<file path="config.mk">
export PLATFORM = sky130hd
export DESIGN_NAME = mole_hit_detector_flat
export DESIGN_NICKNAME = d
export VERILOG_FILES = /design/src/rtl/mole_hit_if.sv /design/src/rtl/mole_hit_detector.sv /design/src/flat_wrapper.sv
export SDC_FILE = /design/constraint.sdc
export NUM_CORES = 1
export LEC_CHECK = 0
export CORE_AREA = 2 2 61 63
export CTS_CLUSTER_DIAMETER = 200
export CTS_CLUSTER_SIZE = 16
export DETAILED_ROUTE_END_ITERATION = 8
export DIE_AREA = 0 0 63 65
export PLACE_DENSITY = 0.8
export SYNTH_ARGS = -nofsm -noshare
export SYNTH_HDL_FRONTEND = slang
export SYNTH_SLANG_ARGS = --single-unit
</file>
<file path="constraint.sdc">
create_clock -name clkIn -period 2.2 [get_ports clkIn]
set_input_delay 0.44 -clock clkIn [delete_from_list [all_inputs] [get_ports clkIn]]
set_output_delay 0.44 -clock clkIn [all_outputs]
set_load 0.01 [all_outputs]
</file>
<file path="src/rtl/mole_hit_if.sv">
// Player-side bundle between the button/mole sources and mole_hit_detector.
// The slave modport is the detector's view; the master modport is the driver's view.
interface mole_hit_if #(
  parameter int NUM_HOLES = 4,
  parameter int IDX_W     = 2
);
  logic                 game_active;
  logic                 tick_1ms;
  logic [NUM_HOLES-1:0] buttons;
  logic                 mole_valid;
  logic [IDX_W-1:0]     mole_idx;
  logic                 player_scored;
  logic                 mole_clear;
  logic                 wrong_press;
  logic [7:0]           miss_count;

  modport master (
    output game_active, tick_1ms, buttons, mole_valid, mole_idx,
    input  player_scored, mole_clear, wrong_press, miss_count
  );

  modport slave (
    input  game_active, tick_1ms, buttons, mole_valid, mole_idx,
    output player_scored, mole_clear, wrong_press, miss_count
  );
endinterface

</file>
<file path="src/rtl/mole_hit_detector.sv">
// Turns synchronized button edges plus the active-mole report into hit/miss pulses,
// with a tick-timed lockout after each hit and a saturating miss counter.
//
// state     | meaning
// IDLE      | game not running, outputs and miss count held at 0
// WAIT_MOLE | no valid mole up, any press is a miss
// ARMED     | valid mole up, single correct press scores
// COOLDOWN  | post-hit lockout, presses ignored until LOCKOUT_TICKS ticks
module mole_hit_detector #(
  parameter int NUM_HOLES     = 4,
  parameter int IDX_W         = 2,
  parameter int LOCKOUT_TICKS = 200
) (
  input  logic       clkIn,
  input  logic       reset,
  mole_hit_if.slave  bus
);

  typedef enum logic [1:0] {IDLE, WAIT_MOLE, ARMED, COOLDOWN} state_t;

  localparam logic [IDX_W:0] HOLES_LIM = (IDX_W+1)'(NUM_HOLES);
  localparam logic [9:0]     LOCK_TC   = 10'(LOCKOUT_TICKS);

  state_t               state_q;
  logic [NUM_HOLES-1:0] s1_q, s2_q, s3_q;
  logic [9:0]           lock_cnt_q;
  logic                 scored_q, wrong_q;
  logic [7:0]           miss_q;

  logic [NUM_HOLES-1:0] edge_d, hit_mask_d;
  logic                 mole_ok_d, any_edge_d;
  logic [7:0]           miss_inc_d;

  always_comb begin
    mole_ok_d  = bus.mole_valid & ({1'b0, bus.mole_idx} < HOLES_LIM);
    edge_d     = s2_q & ~s3_q;
    any_edge_d = |edge_d;
    hit_mask_d = {{(NUM_HOLES-1){1'b0}}, 1'b1} << bus.mole_idx;
    miss_inc_d = (miss_q == 8'hFF) ? miss_q : miss_q + 8'd1;
  end

  // Conditioning runs in every state so a button held at game start has no edge.
  always_ff @(posedge clkIn or negedge reset) begin
    if (!reset) begin
      s1_q <= '0;
      s2_q <= '0;
      s3_q <= '0;
    end else begin
      s1_q <= bus.buttons;
      s2_q <= s1_q;
      s3_q <= s2_q;
    end
  end

  always_ff @(posedge clkIn or negedge reset) begin
    if (!reset) begin
      state_q    <= IDLE;
      lock_cnt_q <= '0;
      scored_q   <= 1'b0;
      wrong_q    <= 1'b0;
      miss_q     <= '0;
    end else begin
      scored_q <= 1'b0;
      wrong_q  <= 1'b0;
      if (!bus.game_active) begin
        state_q <= IDLE;
        miss_q  <= '0;
      end else begin
        case (state_q)
          IDLE: begin
            miss_q  <= '0;
            state_q <= WAIT_MOLE;
          end
          WAIT_MOLE: begin
            if (any_edge_d) begin
              wrong_q <= 1'b1;
              miss_q  <= miss_inc_d;
            end
            if (mole_ok_d) state_q <= ARMED;
          end
          ARMED: begin
            // A mole that vanishes is not a miss, but a press with no mole still is.
            if (!mole_ok_d) begin
              state_q <= WAIT_MOLE;
              if (any_edge_d) begin
                wrong_q <= 1'b1;
                miss_q  <= miss_inc_d;
              end
            end else if (edge_d == hit_mask_d) begin
              scored_q   <= 1'b1;
              lock_cnt_q <= '0;
              state_q    <= COOLDOWN;
            end else if (any_edge_d) begin
              wrong_q <= 1'b1;
              miss_q  <= miss_inc_d;
            end
          end
          COOLDOWN: begin
            if (bus.tick_1ms) begin
              lock_cnt_q <= lock_cnt_q + 10'd1;
              if (lock_cnt_q + 10'd1 == LOCK_TC) state_q <= WAIT_MOLE;
            end
          end
          default: state_q <= IDLE;
        endcase
      end
    end
  end

  assign bus.player_scored = scored_q;
  assign bus.mole_clear    = scored_q;
  assign bus.wrong_press   = wrong_q;
  assign bus.miss_count    = miss_q;

endmodule

</file>
<file path="src/flat_wrapper.sv">
// flat-port wrapper written by rule: the top's interface ports become plain ports
module mole_hit_detector_flat 
#(
  parameter int NUM_HOLES     = 4,
  parameter int IDX_W         = 2,
  parameter int LOCKOUT_TICKS = 200
)
  (clkIn, reset, bus_game_active, bus_tick_1ms, bus_buttons, bus_mole_valid, bus_mole_idx, bus_player_scored, bus_mole_clear, bus_wrong_press, bus_miss_count);
  mole_hit_if #(.NUM_HOLES(NUM_HOLES), .IDX_W(IDX_W)) bus_i ();
  input  logic clkIn;
  input  logic reset;
  input wire logic [$bits(bus_i.game_active)-1:0] bus_game_active;
  input wire logic [$bits(bus_i.tick_1ms)-1:0] bus_tick_1ms;
  input wire logic [$bits(bus_i.buttons)-1:0] bus_buttons;
  input wire logic [$bits(bus_i.mole_valid)-1:0] bus_mole_valid;
  input wire logic [$bits(bus_i.mole_idx)-1:0] bus_mole_idx;
  output wire logic [$bits(bus_i.player_scored)-1:0] bus_player_scored;
  output wire logic [$bits(bus_i.mole_clear)-1:0] bus_mole_clear;
  output wire logic [$bits(bus_i.wrong_press)-1:0] bus_wrong_press;
  output wire logic [$bits(bus_i.miss_count)-1:0] bus_miss_count;
  assign bus_i.game_active = bus_game_active;
  assign bus_i.tick_1ms = bus_tick_1ms;
  assign bus_i.buttons = bus_buttons;
  assign bus_i.mole_valid = bus_mole_valid;
  assign bus_i.mole_idx = bus_mole_idx;
  assign bus_player_scored = bus_i.player_scored;
  assign bus_mole_clear = bus_i.mole_clear;
  assign bus_wrong_press = bus_i.wrong_press;
  assign bus_miss_count = bus_i.miss_count;
  mole_hit_detector #(.NUM_HOLES(NUM_HOLES), .IDX_W(IDX_W), .LOCKOUT_TICKS(LOCKOUT_TICKS)) u_core (.clkIn(clkIn), .reset(reset), .bus(bus_i));
endmodule
</file>
==> load_flow_metrics.sql, run 1 <==
INSERT INTO impl_metrics (metric_group, metric, value, unit) VALUES
('worst_setup_path', 'crit_start', 'u_core.lock_cnt_q[0]', ''),
('final_layout', 'final_nets', '232', ''),
('yosys', 'yosysTopAreaCell', 'sky130_fd_sc_hd__dfrtp_1', ''),
('route', 'drtIter0Drc', '111', ''),
('worst_setup_path', 'timing.critical_path.from_type', 'register', ''),
('route', 'detail-route-antenna-nets', '0', ''),
('die', 'dieWidth', '63', 'um'),
('timing', 'timing.final.setup_violations', '0', ''),
('placed_design', 'count_of_input_and_output_buffers', '21', ''),
('die', 'die_height', '65', 'um'),
('worst_setup_path', 'slowest_stage', 'sky130_fd_sc_hd__dfrtp_1', ''),
('placed_design', 'dpl_cell_area', '2130', 'um2'),
('clock_tree', 'postCtsHoldBufs', '0', ''),
('timing', 'finalHoldViolCount', '0', ''),
('status', 'outcome', 'completed', ''),
('timing', 'fin_worst_skew', '0.00898', 'ns'),
('power', 'irDropWorstVdd', '392', 'uV'),
('worst_setup_path', 'r2r.worst_path.cells', '7', ''),
('final_layout', 'finish.cell_count_without_fillers', '264', ''),
('worst_setup_path', 'worstReg2RegStart', 'u_core.lock_cnt_q[0]', ''),
('die', 'coreArea', '3500', 'um2'),
('yosys', 'postSynthCellCount', '179', ''),
('route', 'detailedRoute.firstPassIterationCount', '4', ''),
('final_layout', 'final_core_util', '64.1', '%'),
('final_layout', 'n_antenna_cell', '0', ''),
('yosys', 'synth.area.top_cells', 'sky130_fd_sc_hd__dfrtp_1 (47%), sky130_fd_sc_hd__ha_1 (4.2%), sky130_fd_sc_hd__o31ai_1 (4.2%)', ''),
('worst_setup_path', 'crit_path_end', 'u_core.state_q[1]', ''),
('yosys', 'ys_dominant_reg_cell', 'sky130_fd_sc_hd__dfrtp_1', ''),
('power', 'comb_power_share', '17.7', '%'),
('final_layout', 'area_growth_from_synthesis_to_final_layout', '25.0', '%'),
('global_route', 'overflow', '0', ''),
('yosys', 'yosys_warnings', '0', ''),
('yosys', 'syn_avg_cell_area', '10.0', 'um2'),
('route', 'vias_per_cell', '6.07', ''),
('yosys', 'synth-async-reset-ratio', '100', '%'),
('worst_setup_path', 'critPathCaptureType', 'register', ''),
('timing', 'finalCriticalPeriod', '1.98', 'ns'),
('worst_setup_path', 'worst-setup-path-type', 'register to register', ''),
('power', 'p_sw', '427', 'uW'),
('timing', 'worst_pin_slew', '0.429', 'ns'),
('route', 'totalWireLength', '4.24', 'mm'),
('power', 'p_leak', '0.973', 'nW'),
('die', 'number_of_rows_in_the_core_area', '22', ''),
('placed_design', 'dpl.cell_count', '256', ''),
('worst_setup_path', 'rrSetupSlack', '0.22', 'ns'),
('worst_setup_path', 'timing.critical_path.cells', 'ha_1 > nand3_1 > nor2_1 > or3_1 > nand4_1 > o211ai_1 > mux2_1', ''),
('die', 'io_pins', '22', ''),
('timing', 'finalSetupTns', '0', 'ns'),
('die', 'die-area', '4100', 'um2'),
('global_route', 'maximum_number_of_pins_on_one_net_before_global_route_repair', '35', ''),
('run', 'timing.max_cap.violations', '0', ''),
('route', 'route.detailed.wl_per_inst', '16.1', 'um'),
('timing', 'fin_worst_hold_slack', '0.360', 'ns'),
('timing', 'highest_clock_rate', '0.506', 'GHz'),
('worst_setup_path', 'worst_r2r_endpoint', 'u_core.state_q[1]', ''),
('clock_tree', 'cts_htree_levels', '2', ''),
('die', 'floorplan.initialDensity', '51.3', '%'),
('clock_tree', 'cts_inserted_buffers', '5', ''),
('worst_setup_path', 'worst_ep_arrival_time', '2.21', 'ns'),
('clock_tree', 'cts.clk_slew.worst_paths', '0.11', 'ns'),
('power', 'p_seq_share', '45.1', '%'),
('placed_design', 'dpl_worst_slack', '-0.0799', 'ns'),
('yosys', 'synth_common_cells', 'sky130_fd_sc_hd__dfrtp_1 (34), sky130_fd_sc_hd__o21ai_0 (14), sky130_fd_sc_hd__nor2_1 (12), sky130_fd_sc_hd__nand3_1 (11)', ''),
('placed_design', 'dp_hpwl', '3.13', 'mm'),
('yosys', 'synth.yosys.seq_area_share', '47.5', '%'),
('placed_design', 'place_congestion', '0.939', ''),
('yosys', 'postSynthNetCount', '196', ''),
('worst_setup_path', 'crit_path_max_incr_delay', '0.43', 'ns'),
('clock_tree', 'root_buffer_cell', 'sky130_fd_sc_hd__clkbuf_4', ''),
('global_route', 'first_global_vias', '1709', ''),
('global_route', 'grt_first_pass_wirelength', '7.42', 'mm');
[power groups by stage]
stage | sequential, mW | combinational (mW) | clock (mW)
4_1_cts | 0.711 | 0.279 | 0.599
3_3_place_gp | 0.718 | 0.262 | 0
5_1_grt | 0.718 | 0.315 | 0.621
3_5_place_dp | 0.723 | 0.277 | 0
6_report | 0.712 | 0.279 | 0.586
2_1_floorplan | 0.715 | 0.157 | 0
[flip-flops by register name (all words and copies together) (netlist names)]
signal	flops
u_core.s3_q	4
u_core.s1_q	4
u_core.lock_cnt_q	10
u_core.bus.miss_count	8
u_core.bus.wrong_press	1
u_core.bus.mole_clear	1
u_core.s2_q	4
u_core.state_q	2
[critical path: cells and delay by family, from the launching register on]
family          cells  cell delay (ns)
mux                 1             0.35
simple gates        4             0.67
compound gates      1             0.15
fa+ha+maj           1             0.26
flops               1             0.43
[placed cells by master, fill, tap and decap left out, types with 2 or more instances in the layout]
cell | netlist | layout
sky130_fd_sc_hd__o221ai_1 | 3 | 3
sky130_fd_sc_hd__bufinv_16 | 0 | 2
sky130_fd_sc_hd__a21oi_4 | 2 | 2
sky130_fd_sc_hd__nand4_1 | 6 | 6
sky130_fd_sc_hd__a21o_1 | 2 | 2
sky130_fd_sc_hd__dfrtp_1 | 34 | 34
sky130_fd_sc_hd__nor2b_4 | 2 | 2
sky130_fd_sc_hd__clkdlybuf4s50_1 | 0 | 21
sky130_fd_sc_hd__clkbuf_4 | 0 | 5
sky130_fd_sc_hd__nor2_1 | 12 | 12
sky130_fd_sc_hd__nand2b_1 | 3 | 3
sky130_fd_sc_hd__o21ai_0 | 14 | 14
sky130_fd_sc_hd__nor3_1 | 7 | 7
sky130_fd_sc_hd__nand2_1 | 10 | 10
sky130_fd_sc_hd__a22o_1 | 7 | 7
sky130_fd_sc_hd__and3_1 | 6 | 6
sky130_fd_sc_hd__o31ai_1 | 10 | 10
sky130_fd_sc_hd__o211ai_1 | 4 | 4
sky130_fd_sc_hd__ha_1 | 6 | 5
sky130_fd_sc_hd__a21oi_1 | 7 | 7
sky130_fd_sc_hd__buf_4 | 1 | 12
sky130_fd_sc_hd__nand3b_1 | 2 | 2
sky130_fd_sc_hd__inv_1 | 9 | 9
sky130_fd_sc_hd__nor2b_1 | 2 | 2
sky130_fd_sc_hd__nand3_1 | 11 | 11
sky130_fd_sc_hd__or3_1 | 2 | 2
[cells by family after synthesis]
logic type      Yosys count  share of synthesized area, %
simple gates             64                          19.0
compound gates           58                          24.0
flops                    34                          47.5
buf+inv                  13                          3.07
fa+ha+maj                 6                          4.19
mux                       3                          1.81
xor+xnor                  1                         0.489
[how the worst min path moves through the flow]
stage	cells after the start	start	slack [ns]	to
final	0	u_core.s1_q[2]	0.36	u_core.s2_q[2]
after global routing	0	u_core.s1_q[0]	0.38	u_core.s2_q[0]
after CTS	0	u_core.s1_q[2]	0.36	u_core.s2_q[2]
after detailed placement	0	u_core.s1_q[2]	0.34	u_core.s2_q[2]
after global placement	0	u_core.s1_q[2]	0.33	u_core.s2_q[2]
after floorplan	0	reset	0.14	u_core.bus.miss_count[0]
[what timing repair did]
| item | CTS | global route |
|---|---|---|
| resized for setup | 0 | 1 |
| buffers inserted | 0 | 0 |
| endpoints found under the setup margin | 0 | 2 |
[cell type report]
class	count	area (um2)
Fill cell	283	1250
Tap cell	48	60.1
Sequential cell	34	851
Clock buffer	5	37.5
Timing Repair Buffer	33	300
Multi-Input combinational cell	132	890
Clock inverter	3	68.8
Inverter	9	33.8
[metal layers]
metal / GRT usage, % / wire [um]
met1: 25.2 / 1700
met2: 42.4 / 2230
met3: 5.73 / 231
met4: 13.6 / 78
met5: 0 / 0
No activity file was read; power rests on OpenSTA's default activity.
==> inputs of run 2 (changes only) <==
Settings changed: SLEW_MARGIN set to 20.
==> results of run 2 <==
No change in the layout: final DEF, timing and power equal those of run 1.
